--- config.mk ---
export PLATFORM = sky130hd
export DESIGN_NAME = clk_divider_bank
export DESIGN_NICKNAME = d
export VERILOG_FILES = /design/src/rtl/clkdiv_pkg.sv /design/src/rtl/clkdiv_channel.sv /design/src/rtl/clk_divider_bank.sv
export SDC_FILE = /design/constraint.sdc
export NUM_CORES = 1
export LEC_CHECK = 0
export BUFFER_PORTS_ARGS = -buffer_cell sky130_fd_sc_hd__buf_4
export CAP_MARGIN = 40
export CORE_AREA = 4 4 165 151
export CTS_CLUSTER_DIAMETER = 80
export DETAILED_ROUTE_END_ITERATION = 8
export DIE_AREA = 0 0 169 155
export PLACE_DENSITY_LB_ADDON = 0.1
export SETUP_SLACK_MARGIN = 0.1
export SKIP_CTS_REPAIR_TIMING = 1
export SLEW_MARGIN = 40
export SYNTH_ARGS = -nofsm -noshare
export SYNTH_HDL_FRONTEND = slang
export SYNTH_HIERARCHICAL = 1
export SYNTH_SLANG_ARGS = --single-unit
--- constraint.sdc ---
create_clock -name clk -period 7.8 [get_ports clk]
set_input_delay 0.39 -clock clk [delete_from_list [all_inputs] [get_ports clk]]
set_output_delay 0.39 -clock clk [all_outputs]
set_load 0.05 [all_outputs]
--- src/rtl/clkdiv_pkg.sv ---
// Shared constants and helpers for the programmable clock-enable divider bank.
package clkdiv_pkg;

  localparam int CLKDIV_MIN_DIV = 2;
  localparam int CLKDIV_NCH     = 4;

  // Channel-select width; never below 1 so a single-channel bank still has a port.
  function automatic int clkdiv_clog2(input int n);
    int r;
    r = 0;
    for (int i = 0; i < 31; i++) begin
      if ((32'sd1 <<< i) < n) r = i + 1;
    end
    return (r < 1) ? 1 : r;
  endfunction

  localparam int CLKDIV_CHW = clkdiv_clog2(CLKDIV_NCH);

endpackage

--- src/rtl/clkdiv_channel.sv ---
// One divider channel: down-counter, active/shadow divisor with boundary apply,
// registered tick and square-enable outputs.
module clkdiv_channel
  import clkdiv_pkg::*;
#(
  parameter int W           = 16,
  parameter int DEFAULT_DIV = 2
) (
  input  logic         clk,
  input  logic         reset,
  input  logic         en,
  input  logic         sync,
  input  logic         wr,
  input  logic [W-1:0] wr_div,
  output logic         pending,
  output logic         tick,
  output logic         sq
);

  localparam logic [W-1:0] MIN_DIV_W = W'(CLKDIV_MIN_DIV);
  localparam logic [W-1:0] DEF_DIV_W = W'(DEFAULT_DIV);
  localparam logic [W-1:0] ZERO_W    = {W{1'b0}};
  localparam logic [W-1:0] ONE_W     = {{(W-1){1'b0}}, 1'b1};

  logic [W-1:0] cnt_r, div_r, shadow_r;
  logic         pending_r, tick_r, sq_r;

  logic         run_s, boundary_s, apply_s, run_next_s;
  logic [W-1:0] div_next_s, cnt_next_s, shadow_next_s;
  logic         pending_next_s, tick_next_s, sq_next_s;

  // Next-state: boundary detection, divisor apply, counter and output decode.
  always_comb begin
    run_s      = en && (div_r >= MIN_DIV_W);
    // An idle channel is always at a boundary, so a pending write lands at once.
    boundary_s = !run_s || sync || (cnt_r == ZERO_W);
    apply_s    = boundary_s && pending_r;
    div_next_s = apply_s ? shadow_r : div_r;
    run_next_s = en && (div_next_s >= MIN_DIV_W);

    if (!run_next_s) begin
      cnt_next_s = ZERO_W;
    end else if (boundary_s) begin
      cnt_next_s = div_next_s - ONE_W;
    end else begin
      cnt_next_s = cnt_r - ONE_W;
    end

    tick_next_s = run_next_s && (cnt_next_s == ZERO_W);
    sq_next_s   = run_next_s && (cnt_next_s >= (div_next_s >> 1));

    // The top only grants a write when nothing is pending, so wr and apply never collide.
    if (wr) begin
      pending_next_s = 1'b1;
      shadow_next_s  = wr_div;
    end else begin
      pending_next_s = pending_r && !apply_s;
      shadow_next_s  = shadow_r;
    end
  end

  // Channel state registers.
  always_ff @(posedge clk) begin
    if (reset) begin
      cnt_r     <= ZERO_W;
      div_r     <= DEF_DIV_W;
      shadow_r  <= DEF_DIV_W;
      pending_r <= 1'b0;
      tick_r    <= 1'b0;
      sq_r      <= 1'b0;
    end else begin
      cnt_r     <= cnt_next_s;
      div_r     <= div_next_s;
      shadow_r  <= shadow_next_s;
      pending_r <= pending_next_s;
      tick_r    <= tick_next_s;
      sq_r      <= sq_next_s;
    end
  end

  assign pending = pending_r;
  assign tick    = tick_r;
  assign sq      = sq_r;

endmodule

--- src/rtl/clk_divider_bank.sv ---
// Bank of NCH runtime-programmable clock-enable dividers with a shared
// valid/ready config port and a global phase-align sync.
module clk_divider_bank
  import clkdiv_pkg::*;
#(
  parameter int NCH         = 4,
  parameter int W           = 16,
  parameter int DEFAULT_DIV = 2
) (
  input  logic                         clk,
  input  logic                         reset,
  input  logic [NCH-1:0]               en,
  input  logic                         sync,
  input  logic                         cfg_valid,
  output logic                         cfg_ready,
  input  logic [clkdiv_clog2(NCH)-1:0] cfg_ch,
  input  logic [W-1:0]                 cfg_div,
  output logic [NCH-1:0]               pending,
  output logic [NCH-1:0]               tick,
  output logic [NCH-1:0]               sq
);

  localparam int CHW = clkdiv_clog2(NCH);

  logic [NCH-1:0] sel_hit_s;
  logic [NCH-1:0] wr_s;

  // An out-of-range channel hits nothing, so the handshake completes and the write is dropped.
  assign cfg_ready = ~|(sel_hit_s & pending);

  genvar c;
  for (c = 0; c < NCH; c++) begin : g_ch
    assign sel_hit_s[c] = (cfg_ch == CHW'(c));
    assign wr_s[c]      = cfg_valid && cfg_ready && sel_hit_s[c];

    clkdiv_channel #(
      .W          (W),
      .DEFAULT_DIV(DEFAULT_DIV)
    ) u_ch (
      .clk    (clk),
      .reset  (reset),
      .en     (en[c]),
      .sync   (sync),
      .wr     (wr_s[c]),
      .wr_div (cfg_div),
      .pending(pending[c]),
      .tick   (tick[c]),
      .sq     (sq[c])
    );
  end

endmodule

==> impl_metrics.yaml <==
grt:
  grt_antenna_before_repair: 0
  grt_pass1_wl_um: 57370
  grt-ovfl-total: 0
  grt_max_degree: 83
  grt_pass1_vias: 10590
  grt_usage_pct: 26.64
drt:
  drt_iter0_markers: 780
  remaining_drc_errors: 0
  num_vias: 10920
  viasPerCell: 6.098
  postRouteAntennaNets: 0
  drtPass1Iterations: 5
  wire_per_inst_um: 20.00
  drt-total-wl_um: 35810
worst_setup_path:
  critical_path.top_delay_family: "compound AO/OA/AOI/OAI gates"
  path_class: "reg2reg"
  crit_buf_inv: 1
  worst_setup_path_start_kind: "register"
  max_stage_delay_ns: 0.46
  r2r_start: "g_ch[0].u_ch/cnt_r[8]"
  crit_top_cell: "nor2_1"
  cp.arrival_ns: 5.35
  worstSetupEndpointType: "register"
  crit_chain: "nor4_1, and4b_1, nand2_1, nand2_2, o21ai_0, ha_1, inv_1, a2111oi_0, mux2_2, o22ai_1, nor2_1, xnor2_1, o21ai_0, nor2_1, ha_1, a21o_1, a21o_1, a21oi_1, nor2_1, a211oi_1, a31oi_1"
  cp.required_ns: 8.18
  startpoint: "g_ch[0].u_ch/cnt_r[8]"
  critical-path-slowest-cell: "nor4_1"
  path_max_fanout: 11
synth:
  syn_area_per_cell_um2: 8.574
  syn_nets: 1557
  async_flop_share_pct: 0
  synth-edff-count: 0
  synth_area_um2: 12580
  synth-seq-area-share_pct: 32.47
  synth_cells: 1467
  yosysWarnings: 6
  synth.distinct_cells: 55
  synth_seq_cells: 204
  synthFlopType: "dfxtp_1"
clocking:
  root_buffer: "clkbuf_16"
  insertion_delay_ns: 0.52
  clockBufferDepth: 3
  path_clk_slew_ns: 0.06
  htree_levels: 1
  cts.sinks: 204
  cts_tree: "built"
  cts_buffers: 24
floorplanning:
  ios: 39
  coreArea_um2: 23140
  die_height_um: 155
  row_count: 53
  die_area_um2: 26200
  die_x_um: 169
  start_util_pct: 54.35
sta:
  finClkSkew_ns: 0.008901
  setup_viol: 0
  final.setup.tns_ns: 0
  final.min_clock_period_ns: 4.972
  period_share_pct: 63.74
  rsz0062_at_grt: "false"
  clock.fmax_ghz: 0.2011
  hold_viol_final: 0
  tightest_slew_ns: 0.8041
  drv_slew: 0
  maxSlewHeadroom_pct: 46.34
final_layout:
  insertedDiodeCount: 0
  layout-drive-gt1-share_pct: 13.43
  nNetsFinal: 1562
  syn_to_final_growth_pct: 10.71
  final_cell_mix: "284 x nor2_1, 204 x dfxtp_1, 184 x mux2i_1"
  final_cell_area_um2: 13930
  layout_commonest_cell: "nor2_1"
placed_design:
  gp_congestion: 0.9538
  dp_hpwl_um: 26530
  placement.io_buffers: 38
  dpl_cell_area_um2: 13070
min_path:
  hold_class: "in2reg"
  worstHoldStart: "cfg_div[1]"
pwr:
  power.leakage_uw: 0.005813
  p_seq_share_pct: 31.2
  pwr-share-clk_pct: 31.6
  power.internal_uw: 2364
  p_sw_share_pct: 36.79
  p_comb_share_pct: 37.3
  p_per_area_nw_per_um2: 268.5
  vdd_drop_max_uv: 227.1
  power.switching_uw: 1376
job:
  maxCapViolations: 0
status:
  status: "complete, no violations"
==> power groups by stage <==
stage               Clock [uW]  Combinational (uW)  Sequential (uW)
finish                    1180                1390             1170
global placement             0                1350             1190
floorplan                    0                1060             1190
global route              1250                1530             1170
CTS                       1200                1360             1160
detailed placement           0                1350             1190
==> flip-flops by register name, indices dropped and copies added (netlist names) <==
| register | flops |
|---|---|
| g_ch.u_ch/cnt_r | 64 |
| g_ch.u_ch/div_r | 64 |
| g_ch.u_ch/shadow_r | 64 |
| g_ch.u_ch/pending | 4 |
| g_ch.u_ch/sq | 4 |
| g_ch.u_ch/tick | 4 |
==> path summary, 6_finish.rpt <==
path                            cells after the start                         to  slack (ns)
worst max-delay path                               21            g_ch[0].u_ch/sq        2.83
worst min-delay path                                2   g_ch[2].u_ch/shadow_r[1]        0.15
worst max register to register                     21            g_ch[0].u_ch/sq        2.83
worst min register to register                      2  g_ch[3].u_ch/shadow_r[14]        0.55
==> layout make-up <==
type | instances | area (um^2)
fillers | 2109 | 9218
clock inverters | 15 | 181.4
well taps | 302 | 377.9
multi-input cells | 1178 | 8187
clock buffers | 28 | 656.9
repair buffers | 51 | 390.4
inverters | 13 | 48.80
flip-flops and latches | 204 | 4084
==> synth_stat cells, drive strengths merged (17+ instances only) <==
master / number / area [um^2]
a21o: 32 / 240.2
a21oi: 68 / 340.3
buf: 36 / 170.2
clkbuf: 36 / 135.1
dfxtp: 204 / 4084
ha: 64 / 800.8
mux2: 28 / 315.3
mux2i: 184 / 1842
nand2: 41 / 163.9
nand3: 20 / 100.1
nor2: 296 / 1141
nor3: 57 / 285.3
nor4: 32 / 250.2
nor4b: 17 / 173.9
o21ai: 56 / 295.3
o22ai: 20 / 125.1
or2: 28 / 175.2
xnor2: 28 / 245.2
xor2: 24 / 210.2
==> metal layers <==
metal	global-route usage [%]	wire, um
met5	0	0
met1	38.21	17190
met4	6.401	820
met2	42.31	15880
met3	4.116	1916
==> worst register-to-register path: stages, from the launching register on <==
cell	delay (ns)
dfxtp_1	0.35
nor4_1	0.46
and4b_1	0.34
nand2_1	0.32
nand2_2	0.33
o21ai_0	0.22
ha_1	0.26
inv_1	0.10
a2111oi_0	0.06
mux2_2	0.32
o22ai_1	0.29
nor2_1	0.11
xnor2_1	0.16
o21ai_0	0.36
nor2_1	0.08
ha_1	0.22
a21o_1	0.18
a21o_1	0.17
a21oi_1	0.15
nor2_1	0.05
a211oi_1	0.19
a31oi_1	0.11
==> cell families after synthesis <==
group / after synthesis / synth area share (%)
and+or+nand+nor: 577 / 23.16
AOI/OAI and AO/OA: 272 / 14.24
muxes: 213 / 17.33
DFF: 204 / 32.47
buffers and inverters: 85 / 2.815
adders and majority gates: 64 / 6.366
xor gates and xnor gates: 52 / 3.621
==> per-stage QoR <==
step / instances / util (%) / total power, uW / worst slack [ns] / hold WS, ns
6_report: 1791 / 60.17 / 3740 / 2.828 / 0.1486
3_3_place_gp: 1747 / 56.42 / 2538 / 2.947 / 0.5110
5_1_grt: 1791 / 60.17 / 3948 / 2.477 / 0.1326
4_1_cts: 1791 / 60.11 / 3730 / 2.918 / 0.1335
2_1_floorplan: 1467 / - / 2254 / 3.213 / 0.4875
3_5_place_dp: 1748 / 56.49 / 2538 / 2.954 / 0.5339
Note: power is estimated with default switching activity, not from simulation.
